$ cat src/rtl/bin2dec_pkg.sv
// Shared definitions for the binary-to-decimal ASCII streamer.
//   state_e     - controller states
//   ASCII_*     - character codes emitted on the output stream
//   min_digits  - decimal digits needed to hold any value below 2**width
package bin2dec_pkg;

  typedef enum logic [1:0] {
    StIdle,
    StConvert,
    StPrep,
    StEmit
  } state_e;

  localparam logic [7:0] ASCII_ZERO  = 8'h30;
  localparam logic [7:0] ASCII_MINUS = 8'h2D;

  // Number of decimal digits of 2**width, i.e. floor(width * log10(2)) + 1.
  // 2**width is never a power of ten, so this is the smallest d with
  // 10**d > 2**width.
  function automatic int unsigned min_digits(input int unsigned width);
    return (width * 30103) / 100000 + 1;
  endfunction

endpackage

$ cat src/rtl/bcd_dabble_step.sv
// One double-dabble iteration over a packed BCD register.
//   bcd_i - current BCD digits, digit 0 in bits [3:0]
//   bit_i - next binary bit (MSB first) shifted into digit 0
//   bcd_o - digits after add-3 correction and a 1-bit left shift
module bcd_dabble_step #(
  parameter int unsigned DIGITS = 5
) (
  input  logic [4*DIGITS-1:0] bcd_i,
  input  logic                bit_i,
  output logic [4*DIGITS-1:0] bcd_o
);

  logic [4*DIGITS-1:0] adj;

  always_comb begin
    adj = bcd_i;
    for (int unsigned i = 0; i < DIGITS; i++) begin
      if (bcd_i[4*i +: 4] >= 4'd5) begin
        adj[4*i +: 4] = bcd_i[4*i +: 4] + 4'd3;
      end
    end
  end

  // The MSB of the top digit is always 0 after correction when the register is
  // sized for the input width, so it is safe to shift it out.
  always_comb begin
    bcd_o    = adj << 1;
    bcd_o[0] = bit_i;
  end

endmodule

$ cat src/rtl/bin2dec_ascii_stream.sv
// Converts one binary word to its decimal ASCII text, MSD first, as a
// valid/ready character stream. Iterative double-dabble, one bit per cycle.
//   clk, rst               - clock, asynchronous active-high reset
//   in_valid/in_ready      - input word handshake; in_data is the value
//   signed_mode            - treat in_data as two's complement (if SIGNED_EN)
//   lz_suppress            - drop leading zeros
//   out_valid/out_ready    - character handshake; out_data is ASCII
//   out_last               - marks the final character (digit 0)
//   busy                   - high from accept until the last handshake
module bin2dec_ascii_stream
  import bin2dec_pkg::*;
#(
  parameter int unsigned DATA_W    = 16,
  parameter int unsigned DIGITS    = 5,
  parameter bit          SIGNED_EN = 1'b1
) (
  input  logic              clk,
  input  logic              rst,
  input  logic              in_valid,
  output logic              in_ready,
  input  logic [DATA_W-1:0] in_data,
  input  logic              signed_mode,
  input  logic              lz_suppress,
  output logic              out_valid,
  input  logic              out_ready,
  output logic [7:0]        out_data,
  output logic              out_last,
  output logic              busy
);

  localparam int unsigned BcdW = 4 * DIGITS;
  localparam int unsigned IdxW = (DIGITS > 1) ? $clog2(DIGITS) : 1;
  localparam int unsigned CntW = $clog2(DATA_W + 1);

  if (DATA_W < 4 || DATA_W > 64) begin : g_bad_width
    $error("bin2dec_ascii_stream: DATA_W must be within 4..64");
  end
  if (DIGITS < min_digits(DATA_W)) begin : g_bad_digits
    $error("bin2dec_ascii_stream: DIGITS too small for DATA_W");
  end

  state_e            state_q;
  logic [DATA_W-1:0] bin_q;
  logic [BcdW-1:0]   bcd_q;
  logic [CntW-1:0]   cnt_q;
  logic              neg_q;
  logic              lz_q;
  logic              minus_q;
  logic [IdxW-1:0]   idx_q;

  // Sign and magnitude of the incoming word. The magnitude always fits in
  // DATA_W unsigned bits: the most negative value maps to 2**(DATA_W-1).
  logic              in_neg;
  logic [DATA_W-1:0] in_mag;
  assign in_neg = SIGNED_EN && signed_mode && in_data[DATA_W-1];
  assign in_mag = in_neg ? (~in_data + 1'b1) : in_data;

  logic [BcdW-1:0] bcd_next;
  bcd_dabble_step #(
    .DIGITS (DIGITS)
  ) u_step (
    .bcd_i (bcd_q),
    .bit_i (bin_q[DATA_W-1]),
    .bcd_o (bcd_next)
  );

  // Highest nonzero digit; 0 when the whole value is zero.
  logic [IdxW-1:0] first_nz;
  always_comb begin
    first_nz = '0;
    for (int unsigned i = 0; i < DIGITS; i++) begin
      if (bcd_q[4*i +: 4] != 4'd0) begin
        first_nz = IdxW'(i);
      end
    end
  end

  logic [3:0] cur_nib;
  logic [7:0] digit_char;
  assign cur_nib    = bcd_q[{idx_q, 2'b00} +: 4];
  assign digit_char = ASCII_ZERO + {4'h0, cur_nib};

  always_ff @(posedge clk or posedge rst) begin
    if (rst) begin
      state_q   <= StIdle;
      bin_q     <= '0;
      bcd_q     <= '0;
      cnt_q     <= '0;
      neg_q     <= 1'b0;
      lz_q      <= 1'b0;
      minus_q   <= 1'b0;
      idx_q     <= '0;
      in_ready  <= 1'b0;
      out_valid <= 1'b0;
      out_data  <= 8'h00;
      out_last  <= 1'b0;
      busy      <= 1'b0;
    end else begin
      unique case (state_q)
        StIdle: begin
          in_ready <= 1'b1;
          if (in_valid && in_ready) begin
            bin_q    <= in_mag;
            neg_q    <= in_neg;
            lz_q     <= lz_suppress;
            bcd_q    <= '0;
            cnt_q    <= '0;
            in_ready <= 1'b0;
            busy     <= 1'b1;
            state_q  <= StConvert;
          end
        end

        StConvert: begin
          bcd_q <= bcd_next;
          bin_q <= {bin_q[DATA_W-2:0], 1'b0};
          cnt_q <= cnt_q + CntW'(1);
          if (cnt_q == CntW'(DATA_W - 1)) begin
            state_q <= StPrep;
          end
        end

        StPrep: begin
          idx_q   <= lz_q ? first_nz : IdxW'(DIGITS - 1);
          minus_q <= neg_q;
          state_q <= StEmit;
        end

        StEmit: begin
          // Load a new character when the slot is empty or being consumed;
          // otherwise hold out_data/out_last while the sink stalls.
          if (!out_valid || out_ready) begin
            if (out_valid && out_last) begin
              out_valid <= 1'b0;
              out_last  <= 1'b0;
              busy      <= 1'b0;
              in_ready  <= 1'b1;
              state_q   <= StIdle;
            end else begin
              out_valid <= 1'b1;
              if (minus_q) begin
                out_data <= ASCII_MINUS;
                out_last <= 1'b0;
                minus_q  <= 1'b0;
              end else begin
                out_data <= digit_char;
                out_last <= (idx_q == '0);
                if (idx_q != '0) begin
                  idx_q <= idx_q - IdxW'(1);
                end
              end
            end
          end
        end

        default: state_q <= StIdle;
      endcase
    end
  end

endmodule

$ cat config.mk
export PLATFORM = sky130hd
export DESIGN_NAME = bin2dec_ascii_stream
export DESIGN_NICKNAME = d
export VERILOG_FILES = /design/src/rtl/bin2dec_pkg.sv /design/src/rtl/bcd_dabble_step.sv /design/src/rtl/bin2dec_ascii_stream.sv
export SDC_FILE = /design/constraint.sdc
export NUM_CORES = 1
export LEC_CHECK = 0
export ABC_AREA = 1
export CAP_MARGIN = 5
export CELL_PAD_IN_SITES_DETAIL_PLACEMENT = 0
export CELL_PAD_IN_SITES_GLOBAL_PLACEMENT = 1
export CORE_MARGIN = 1
export CORE_UTILIZATION = 46
export DETAILED_ROUTE_END_ITERATION = 10
export PLACE_DENSITY_LB_ADDON = 0.1
export REMOVE_ABC_BUFFERS = 1
export SLEW_MARGIN = 30
export SYNTH_ARGS = -nofsm -noshare
export SYNTH_HDL_FRONTEND = slang
export SYNTH_SLANG_ARGS = --single-unit
$ cat constraint.sdc
create_clock -name clk -period 2.88 [get_ports clk]
set_clock_uncertainty 0.1 [all_clocks]
set_input_delay 0.288 -clock clk [delete_from_list [all_inputs] [get_ports clk]]
set_output_delay 0.288 -clock clk [all_outputs]
set_load 0.1 [all_outputs]
==> flow_summary.ini <==
[outcome]
status = finished clean

[cells_and_area]
n_antenna_cell = 0
design_area_mm2 = 0.00427
final_common_cell = nand2_1
areaGrowthSynthToFinish_pct = 15.4
finalNetCount = 578
fillers = 742
final_cell_mix = 107 x nand2_1, 68 x nor2_1, 59 x dfrtp_1
drive_gt1_share_pct = 8.15

[pwr]
peakVddDrop_mv = 0.341
power.density_mw_per_mm2 = 1000
leakage_nw = 2.08
p_total_mw = 4.28

[logic_synthesis]
yosys_warnings = 0
synth_top_area_share_pct = 39.9
async_flop_share_pct = 100
yosysUniqueCellTypes = 36
seq_area_frac_synth_pct = 39.9
synth_area_mm2 = 0.00370
ys_ff_latch = 59
synth_edf_count = 0
synth_top_cell_by_area = dfrtp_1
synthTopCellsByArea = dfrtp_1 40%, nand2_1 11%, o21ai_0 7.8%
synthFlopType = dfrtp_1
syn-instance-count = 502
avgSynthCellArea_um2 = 7.38

[timing]
finalCritPeriodShare_pct = 76.5
rsz0062_at_grt = false
hold_violations = 0
setup_viol = 0
min_period_ns = 2.20
relSlewSlack_pct = 53.0
tns_ns = 0
fin_ws_ns = 0.676
whs_ns = 0.265
finalMaxSlewViolations = 0
timing.fmax_mhz = 454
tightestPinTransition_ns = 0.705

[clock_network]
worstSkewPairLatency_ns = 0.34
cts.repair.resized = 0
root_buffer = clkbuf_8
clk_pin_slew_ns = 0.07
cts_tree = built
cts_sinks = 59
cts-buffers-inserted = 9
clockBufferDepth = 2
cts_max_level = 3
post-cts-setup-buffer-count = 0
cts_hold_buf = 0

[placed_design]
gp_congestion = 0.786
placement.io_buffers = 31
place_area_mm2 = 0.00406
dp_hpwl_um = 6200
place_ws_ns = 0.630

[floorplan]
die_w_um = 91.7
num_rows = 32
start_util_pct = 47.7
ios = 34
fp.dieArea_mm2 = 0.00841
core_mm2 = 0.00777
die_h_um = 91.7

[grt]
grt_pass1_wl_um = 14900
grt_max_degree = 32
grt_pass1_vias = 3198
overflow = 0
antenna_found_initial = 0
track_usage_pct = 22.3

[routing]
ant_nets = 0
avgRoutedWirePerCell_um = 13.1
drtIter0Drc = 97
num_vias = 3225
viasPerCell = 5.02
route.detailed.drc = 0
routed_wl_um = 8400
first_pass_iters = 5

[setup_path]
path_class = reg -> reg
cp-start-kind = register
cp-end-kind = register
max_stage_delay_ns = 0.57
crit_chain = inv_1 > ha_1 > inv_2 > o21ai_2 > inv_2 > a21oi_1 > a21oi_1
slowest_stage = o21ai_2
critPathMaxFanout = 25
crit_required_ns = 3.00
crit_arrival_ns = 2.33

[worst_hold_path]
hp-class = in -> async

[run]
cap_violations = 0
[cell type report]
class | instances | area, um2 | share of cell area, %
clock buffer | 11 | 131 | 3.08
clock inverter | 5 | 77.6 | 1.82
inverter | 65 | 245 | 5.74
multi-input combinational | 365 | 1890 | 44.1
sequential | 59 | 1480 | 34.6
tap | 102 | 128 | 2.99
timing repair buffer | 35 | 328 | 7.67
[routing by layer]
layer  up-vias  wire, um  GRT usage [%]
met1      1470      3750           26.8
li1       1695         -              -
met5         -         0              0
met4         0        40           7.81
met3         2       323           2.74
met2        58      4290           41.0
[cell families (layout without fill, tap and decap cells)]
family	Yosys count	count (layout)	synth area share, %
AO/OA/AOI/OAI	122	122	18.0
XOR/XNOR	8	8	1.89
adder cells (fa/ha/maj)	21	21	7.10
buffers and inverters	79	116	9.29
flip-flops	59	59	39.9
multiplexers	1	1	0.304
other	1	2	0.101
AND/OR/NAND/NOR	211	211	23.4
[worst max-delay path: cells and delay by family (launching register included)]
kind                       cells  cell delay, ns
DFF                            1            0.41
AOI/OAI and AO/OA              3            0.88
buffers and inverters          3            0.51
adders and majority gates      1            0.19
[flip-flops by register name, summed over array words and instances, names as in the netlist, 2 cells and up]
name and count:
bcd_q 20, bin_q 16, cnt_q 5, idx_q 3, out_data 6, state_q 2
[synth_stat cells, drive strengths merged (2+ instances only)]
| master | instances |
|---|---|
| nand3 | 25 |
| nor2 | 70 |
| clkbuf | 2 |
| xnor2 | 2 |
| o21ai | 63 |
| or2 | 2 |
| a21oi | 42 |
| o211ai | 2 |
| nand4 | 5 |
| a2bb2oi | 3 |
| nand2 | 108 |
| inv | 64 |
| buf | 12 |
| dfrtp | 59 |
| o22ai | 6 |
| xor2 | 6 |
| ha | 21 |
| o21bai | 2 |
[power breakdown]
group	leakage [nW]	switching (mW)	internal, mW
Clock	0.103	0.328	0.485
Sequential	0.745	0.213	1.12
Combinational	1.23	1.49	0.635
[metrics by stage]
step,cells,utilization (%)
floorplan,489,-
global placement,626,52.3
detailed placement,626,52.3
CTS,642,55.0
global route,642,55.0
finish,642,55.0
[final timing paths]
check	from	endpoint	slack [ns]	cells past startpoint
max	state_q[1]$_DFFE_PP0P_	bin_q[8]$_DFFE_PP0P_	0.68	7
min	rst	bin_q[10]$_DFFE_PP0P_	0.27	2
max reg2reg	state_q[1]$_DFFE_PP0P_	bin_q[8]$_DFFE_PP0P_	0.68	7
min reg2reg	out_data[5]$_DFFE_PP0P_	out_data[5]$_DFFE_PP0P_	0.38	1
max in group asynchronous	rst	bin_q[5]$_DFFE_PP0P_	1.80	3
min in group clk	out_data[5]$_DFFE_PP0P_	out_data[5]$_DFFE_PP0P_	0.38	1
No activity file was read; power rests on OpenSTA's default activity.
